===== config.mk =====
export PLATFORM = sky130hd
export DESIGN_NAME = payload_extractor
export DESIGN_NICKNAME = d
export VERILOG_FILES = /design/src/rtl/payload_extractor.sv
export SDC_FILE = /design/constraint.sdc
export NUM_CORES = 1
export LEC_CHECK = 0
export ABC_AREA = 1
export CAP_MARGIN = 30
export CORE_ASPECT_RATIO = 1.5
export CORE_UTILIZATION = 55
export CTS_BUF_LIST = sky130_fd_sc_hd__clkbuf_8
export DETAILED_ROUTE_END_ITERATION = 7
export GPL_TIMING_DRIVEN = 0
export PLACE_DENSITY = 0.73
export REMOVE_ABC_BUFFERS = 1
export SYNTH_ARGS = -nofsm -noshare
export SYNTH_HDL_FRONTEND = slang
export SYNTH_SLANG_ARGS = --single-unit

===== constraint.sdc =====
create_clock -name clk -period 4 [get_ports clk]
set_input_delay 1 -clock clk [delete_from_list [all_inputs] [get_ports clk]]
set_output_delay 1 -clock clk [all_outputs]
set_load 0.01 [all_outputs]

===== src/rtl/payload_extractor.sv =====
// Payload extractor: takes the length byte after a header detect, buffers L bytes,
// then drains them on a valid/ready stream. Optional macro PAYLOAD_XOR_CHECK_EN adds a trailing XOR check byte.
module payload_extractor #(
  parameter int unsigned MAX_LEN = 15,
  parameter int unsigned AW      = 4
) (
  input  logic       clk,
  input  logic       reset,
  input  logic       enable,
  input  logic [7:0] data_in,
  input  logic       data_valid_in,
  input  logic       detected_in,
  output logic [7:0] pay_data_out,
  output logic       pay_valid_out,
  input  logic       pay_ready_in,
  output logic       pay_last_out,
  output logic       frame_err_out,
  output logic       busy_out
);

  localparam int unsigned DEPTH = 1 << AW;
  localparam int unsigned CW    = 8;

`ifdef PAYLOAD_XOR_CHECK_EN
  typedef enum logic [2:0] {
    S_IDLE    = 3'd0,
    S_LEN     = 3'd1,
    S_PAYLOAD = 3'd2,
    S_DRAIN   = 3'd3,
    S_CHECK   = 3'd4
  } state_t;
`else
  typedef enum logic [1:0] {
    S_IDLE    = 2'd0,
    S_LEN     = 2'd1,
    S_PAYLOAD = 2'd2,
    S_DRAIN   = 2'd3
  } state_t;
`endif

  state_t         state_q, state_d;
  logic [7:0]     buffer [DEPTH];
  logic [AW-1:0]  wr_ptr_q, wr_ptr_d;
  logic [AW-1:0]  rd_ptr_q, rd_ptr_d;
  logic [CW-1:0]  cnt_q, cnt_d;
  logic [CW-1:0]  len_q, len_d;
  logic           wr_en;
  logic           err_d, valid_d, last_d;
  logic [7:0]     data_d;
`ifdef PAYLOAD_XOR_CHECK_EN
  logic [7:0]     xor_q, xor_d;
`endif

  logic accept, len_bad, drain_done;
  assign accept     = data_valid_in & enable;
  assign len_bad    = (data_in == 8'd0) || (data_in > 8'(MAX_LEN));
  assign drain_done = pay_valid_out & pay_ready_in & pay_last_out;

  // State register
  always_ff @(posedge clk or negedge reset) begin
    if (!reset) state_q <= S_IDLE;
    else        state_q <= state_d;
  end

  // Next-state logic
  always_comb begin
    state_d = state_q;
    case (state_q)
      S_IDLE:    if (detected_in) state_d = S_LEN;
      S_LEN:     if (accept) state_d = len_bad ? S_IDLE : S_PAYLOAD;
`ifdef PAYLOAD_XOR_CHECK_EN
      S_PAYLOAD: if (accept && cnt_q == 8'd1) state_d = S_CHECK;
      S_CHECK:   if (accept) state_d = (data_in == xor_q) ? S_DRAIN : S_IDLE;
`else
      S_PAYLOAD: if (accept && cnt_q == 8'd1) state_d = S_DRAIN;
`endif
      S_DRAIN:   if (drain_done) state_d = S_IDLE;
      default:   state_d = S_IDLE;
    endcase
  end

  // Output and datapath next values; rd_ptr points at the next byte to present
  always_comb begin
    err_d    = 1'b0;
    valid_d  = pay_valid_out;
    data_d   = pay_data_out;
    last_d   = pay_last_out;
    wr_en    = 1'b0;
    wr_ptr_d = wr_ptr_q;
    rd_ptr_d = rd_ptr_q;
    cnt_d    = cnt_q;
    len_d    = len_q;
`ifdef PAYLOAD_XOR_CHECK_EN
    xor_d    = xor_q;
`endif
    case (state_q)
      S_LEN: if (accept) begin
        if (len_bad) begin
          err_d = 1'b1;
        end else begin
          cnt_d = data_in;
          len_d = data_in;
        end
`ifdef PAYLOAD_XOR_CHECK_EN
        xor_d = 8'h00;
`endif
      end
      S_PAYLOAD: if (accept) begin
        wr_en    = 1'b1;
        wr_ptr_d = wr_ptr_q + AW'(1);
        cnt_d    = cnt_q - 8'd1;
`ifdef PAYLOAD_XOR_CHECK_EN
        xor_d    = xor_q ^ data_in;
`endif
      end
`ifdef PAYLOAD_XOR_CHECK_EN
      S_CHECK: if (accept && data_in != xor_q) begin
        err_d    = 1'b1;
        wr_ptr_d = '0;
      end
`endif
      S_DRAIN: begin
        if (drain_done) begin
          valid_d  = 1'b0;
          last_d   = 1'b0;
          data_d   = 8'h00;
          wr_ptr_d = '0;
          rd_ptr_d = '0;
        end else if (!pay_valid_out || pay_ready_in) begin
          valid_d  = 1'b1;
          data_d   = buffer[rd_ptr_q];
          last_d   = (32'(rd_ptr_q) + 32'd1) == 32'(len_q);
          rd_ptr_d = rd_ptr_q + AW'(1);
        end
      end
      default: ;
    endcase
  end

  // Registered outputs and datapath
  always_ff @(posedge clk or negedge reset) begin
    if (!reset) begin
      pay_data_out  <= 8'h00;
      pay_valid_out <= 1'b0;
      pay_last_out  <= 1'b0;
      frame_err_out <= 1'b0;
      busy_out      <= 1'b0;
      wr_ptr_q      <= '0;
      rd_ptr_q      <= '0;
      cnt_q         <= '0;
      len_q         <= '0;
`ifdef PAYLOAD_XOR_CHECK_EN
      xor_q         <= 8'h00;
`endif
    end else begin
      pay_data_out  <= data_d;
      pay_valid_out <= valid_d;
      pay_last_out  <= last_d;
      frame_err_out <= err_d;
      busy_out      <= (state_d != S_IDLE);
      wr_ptr_q      <= wr_ptr_d;
      rd_ptr_q      <= rd_ptr_d;
      cnt_q         <= cnt_d;
      len_q         <= len_d;
`ifdef PAYLOAD_XOR_CHECK_EN
      xor_q         <= xor_d;
`endif
    end
  end

  // Payload storage; contents are only meaningful below wr_ptr
  always_ff @(posedge clk) begin
    if (wr_en) buffer[wr_ptr_q] <= data_in;
  end

endmodule


=== After elaboration in Yosys (flattened, before gate mapping) ===
Memory sizes are Yosys's and may differ from the RTL's.
Cells that the tools add are included.

* Register bits: 38
* Memories kept: 1
* Word-level logic and storage cells: 71
* Output and inout port bits: 12
* Input port bits: 14
* Memory bits (writable): 128

* Order comparisons: 1
* $add $sub $neg: 4
* Bitwise logic cells: 4
* Equality and inequality tests: 9
* Reduce and logical (&&, ||, !) cells: 14
* Mux-type cells: 28

{| class="wikitable"
|+ Memory list
! name !! depth !! width !! read ports !! clocked after Yosys merged registers in !! write ports !! line !! text
|-
| buffer || 16 || 8 || 1 || 0 || 1 || 42 || <nowiki>logic [7:0] buffer [DEPTH];</nowiki>
|}

{| class="wikitable"
|+ Operators by type and width
! kind !! count
|-
| 8-bit 2-to-1 mux || 5
|-
| 4-bit 2-to-1 mux || 4
|-
| 8-bit case mux with 2 select lines || 1
|-
| 1-bit 2-to-1 mux || 11
|-
| 2-bit 2-to-1 mux || 5
|-
| 4-bit by 1-bit adder with 4-bit output, second input constant || 2
|-
| 5-bit by 8-bit == test with 1-bit output || 1
|-
| 8-bit by 1-bit == test with 1-bit output, second input constant || 1
|-
| 8-bit by 4-bit greater-than comparator with 1-bit output, second input constant || 1
|-
| 8-bit zero test || 1
|-
| 2-bit != test, second input constant || 4
|-
| 2-bit case mux with 4 select lines || 1
|-
| 4-bit case mux with 2 select lines || 1
|-
| 2-bit nonzero test || 4
|-
| 8-bit by 1-bit subtractor with 8-bit output, second input constant || 1
|-
| 3-bit AND reduction || 2
|-
| 4-bit by 1-bit adder with 5-bit output, second input constant || 1
|-
| 2-bit == test, second input constant || 2
|-
| 4-bit AND reduction || 1
|-
| 1-bit bitwise AND || 3
|-
| 2-bit by 1-bit == test with 1-bit output, second input constant || 1
|-
| 2-bit zero test || 1
|-
| 1-bit logical OR || 2
|-
| 2-bit AND reduction || 1
|-
| 3 further kinds || 3
|}

=== Longest topological paths before layout ===
Gate-level depths: netlist (run 1).

* Depth in word-level cells: 6
* Depth in mapped cells: 11
* Mapped depth without buffers: 9

=== Worst setup path before layout (run 1) ===
Ideal clock, no wire load.

* Kind: input to register
* From: input port data_valid_in
* To: memory buffer[15][0], enable pin
* Library setup time: 370 ps
* Arrival: 1865 ps
* Cell stages on the path: 4
* Setup slack: 1765 ps
* Path through: nand2_1 > nor2_4 > nand2_1 > nor2_1

* Cells in the longest elaborated chain, start to end: 5

{| class="wikitable"
|+ RTL lines
! what !! line !! text
|-
| from (decl) || 11 || <nowiki>input logic data_valid_in,</nowiki>
|-
| 1-bit bitwise AND || 55 || <nowiki>assign accept = data_valid_in & enable;</nowiki>
|-
| 1-bit 2-to-1 mux || 108 || <nowiki>S_PAYLOAD: if (accept) begin</nowiki>
|-
| 1-bit 2-to-1 mux || 96 || <nowiki>case (state_q)</nowiki>
|-
| 1-bit 2-to-1 mux || 173 || <nowiki>if (wr_en) buffer[wr_ptr_q] <= data_in;</nowiki>
|-
| 1-bit 2-to-1 mux (not written as such) || 173 ||
|-
| to (decl) || 42 ||
|}

No other way between the ends.

=== Worst setup path after layout (run 1) ===
* From: input port data_in[0]
* To: register cnt_q[4]

* Cells in the longest elaborated chain, start to end: 4
* Elaborated cells between the ends (all ways): 5

{| class="wikitable"
|+ RTL lines
! what !! line !! text
|-
| from (decl) || 10 || <nowiki>input logic [7:0] data_in,</nowiki>
|-
| 8-bit by 4-bit greater-than comparator with 1-bit output or 8-bit zero test (tied branches) || 56 || <nowiki>assign len_bad = (data_in == 8'd0) || (data_in > 8'(MAX_LEN));</nowiki>
|-
| 1-bit logical OR (*) || 56 ||
|-
| 2-bit != test (no line) (*) || -- ||
|-
| 4-bit AND reduction (no line) (*) || -- ||
|-
| to (signal assigned) || 163 || <nowiki>cnt_q <= cnt_d;</nowiki>
|-
| to (decl) || 45 || <nowiki>logic [CW-1:0] cnt_q, cnt_d;</nowiki>
|}

Every way passes the cells marked *; elsewhere a longest branch is shown, timed or not.
A chain may end at the register's enable or synchronous reset.

==> reports/metrics.yaml, run 1 <==
run_status:
  status: "complete, no violations"
worst_setup_path:
  ff2ff_path_depth: 11
  crit_required_ps: 4380
  critPathLaunchType: "primary input"
  cp_max_fo: 18
  crit_type: "primary input to flip-flop"
  end_kind: "flip-flop"
  arrival_ps: 3030
logic_synthesis:
  synth_top_cell_by_area: "edfxtp_1"
  synthTopCellsByArea: "edfxtp_1 (54%), nand2_1 (14%), dfrtp_1 (13%)"
  synth_area_um2: 7141
  seq_area_frac_synth: 0.6715
  syn_avg_cell_area_um2: 10.36
  synth_edf_count: 128
  ys_top_cells_by_count: "nand2_1 (271), edfxtp_1 (128), nand3_1 (77)"
  async_reset_ff_frac: 0.2289
  yosysWarnings: 0
  yosysMostFrequentCell: "nand2_1"
  synth_ff_type: "edfxtp_1"
  synth_top_area_frac: 0.5383
  ys_ff_latch: 166
  synth_cell_types: 32
  syn_inst: 689
cts:
  cts_setup_buffers: 0
  cts_max_path_buffers: 2
  root_buffer: "clkbuf_8"
  holdBufCountCts: 0
  path_clk_slew_ps: 80
  numCtsBuffers: 17
  cts-htree-levels: 4
  cts_resized: 0
  clk_latency_ps: 450
  cts_sinks: 166
  cts_tree: "done"
routing:
  wl_um: 14780
  drt_iter0_markers: 405
  final_antenna_net_count: 0
  num_vias: 4806
  drtPass1Iterations: 4
  drc_errors: 0
  viasPerCell: 5.461
  wl_per_cell_um: 16.79
floorplanning:
  core_region_area_um2: 12570
  fp-row-count: 50
  die_w_um: 95.04
  pin_count: 26
  start_util: 0.5679
  die_h_um: 141.6
  fp.dieArea_um2: 13450
layout:
  areaGrowthSynthToFinish_pct: 9.900
  fillers: 968
  nets: 732
  regArea_um2: 4796
  stdcell_count: 880
  multi_input_area_um2: 2042
  drive_above_1_share: 0.06768
  antenna_cells: 0
timing:
  worst_pin_slew_ps: 944.4
  fmax_ghz: 0.3775
  period_needed_ps: 2649
  rsz0062_at_grt: "no"
  fin_crit_sh: 0.6622
  setup_violations: 0
  slew_violations: 0
  slew_headroom: 0.3662
  fin_ws_ps: 1351
  final_hold_viol_count: 0
  skew_ps: 9.127
  setup_tns_ps: 0
  hold_slack_ps: 470.9
power_and_ir_drop:
  power.total_w: 0.005023
  ir_drop_uv: 378.0
  p_per_area_nw_per_um2: 640.1
  leakage_nw: 3.186
place:
  place_inst: 848
  hpwlAfterDp_um: 9919
  pre_cts_slack_ps: 903.5
  gp_congestion: 0.8041
  io_buffers: 25
global_routing:
  grt_pass1_wl_um: 23750
  grt_usage: 0.2408
  grt_pass1_vias: 4830
  grt_max_degree: 54
  grt-ovfl-total: 0
  antenna_found_initial: 0
flow_run:
  drv_cap: 0
hold_path:
  hold_class: "flip-flop to flip-flop"
  hold_depth: 2
==> path summary, 6_finish.rpt <==
path,start,endpoint,slack [ps]
max,data_in[0],cnt_q[4],1350
max reg2reg,rd_ptr_q[0],pay_data_out[2],1780
min reg2reg,len_q[5],len_q[5],470
max in group asynchronous,reset,rd_ptr_q[0],2730
min in group asynchronous,reset,pay_last_out,680
min,len_q[5],len_q[5],470
==> routing by layer <==
layer,wire length [um],vias up,GRT usage
li1,-,2335,-
met1,5968,2304,0.2783
met2,7564,128,0.4108
met3,564,39,0.04716
met4,678,0,0.1388
met5,0,-,0
==> logic make-up after synthesis <==
| kind of cell | count (synthesis) | share of synthesized area |
|---|---|---|
| AND/OR/NAND/NOR | 407 | 0.2362 |
| XOR/XNOR | 6 | 0.007361 |
| AO/OA/AOI/OAI | 42 | 0.03014 |
| adder cells (fa/ha/maj) | 7 | 0.01227 |
| buffers and inverters | 61 | 0.04258 |
| flip-flops | 166 | 0.6715 |
==> per-stage QoR <==
stage                     instance area (um^2)    util
after floorplan                           6978       -
after CTS                                 7848  0.6241
after global routing                      7848  0.6241
after global placement                    7423  0.5903
final                                     7848  0.6241
after detailed placement                  7460  0.5932
==> where the power goes <==
part	switching, W	leakage (nW)	internal, W	total, W
combinational	0.00108	1.37	0.000574	0.00166
clock	0.000606	0.179	0.000556	0.00116
sequential	0.000192	1.64	0.00201	0.00220
total	0.00188	3.19	0.00314	0.00502
==> registers in the layout, indices dropped and copies added (netlist names) <==
register       count
wr_ptr_q           4
pay_data_out       8
state_q            2
cnt_q              8
pay_valid_out      1
pay_last_out       1
rd_ptr_q           4
len_q              8
buffer           128
busy_out           1
frame_err_out      1
==> critical path: stages <==
cell	delay (ps)
clkdlybuf4s50_1	1050
inv_1	150
nand4_1	140
nand2_1	60
nand2_1	70
nand2_1	220
inv_2	170
nand2_1	80
nand2_1	70
==> cell usage in the layout, fill, tap and decap left out, types with 2 or more instances in the layout <==
cell type,instances
a21oi_1,21
buf_12,2
bufinv_16,2
clkbuf_8,17
clkdlybuf4s50_1,24
clkinv_1,2
clkinv_2,2
clkinvlp_4,6
dfrtp_1,37
edfxtp_1,128
ha_1,7
inv_1,29
inv_2,6
inv_6,4
nand2_1,271
nand2_2,3
nand3_1,77
nand4_1,5
nor2_1,42
nor3_1,3
o21ai_0,7
o21ai_1,11
o22ai_1,2
xnor2_1,3
xor2_1,3
==> area by class of cell <==
| type | instances | area share |
|---|---|---|
| Clock inverter | 15 | 0.01961 |
| Multi-Input combinational cell | 462 | 0.2602 |
| Timing Repair Buffer | 27 | 0.03635 |
| Tap cell | 156 | 0.02487 |
| Inverter | 37 | 0.01802 |
| Clock buffer | 17 | 0.02981 |
| Sequential cell | 166 | 0.6111 |
No activity file was read; power rests on OpenSTA's default activity.
==> run 2: changes to the inputs <==
==> constraint.sdc (replaced) <==
create_clock -name clk -period 2.7 [get_ports clk]
set_input_delay 0.675 -clock clk [delete_from_list [all_inputs] [get_ports clk]]
set_output_delay 0.675 -clock clk [all_outputs]
set_load 0.01 [all_outputs]
==> results of run 2 <==
Same layout as run 1 (identical final DEF). Status: complete, no violations.
Main changes from that run: setup slack after placement 903.5 ps -> -71.53 ps; setup slack after layout 1351 ps -> 376.3 ps; hold slack 470.9 ps -> 351.8 ps; register-to-register setup slack 1780 ps -> 480 ps; total power 0.005023 W -> 0.007442 W; worst IR drop on VDD 378.0 uV -> 560.1 uV
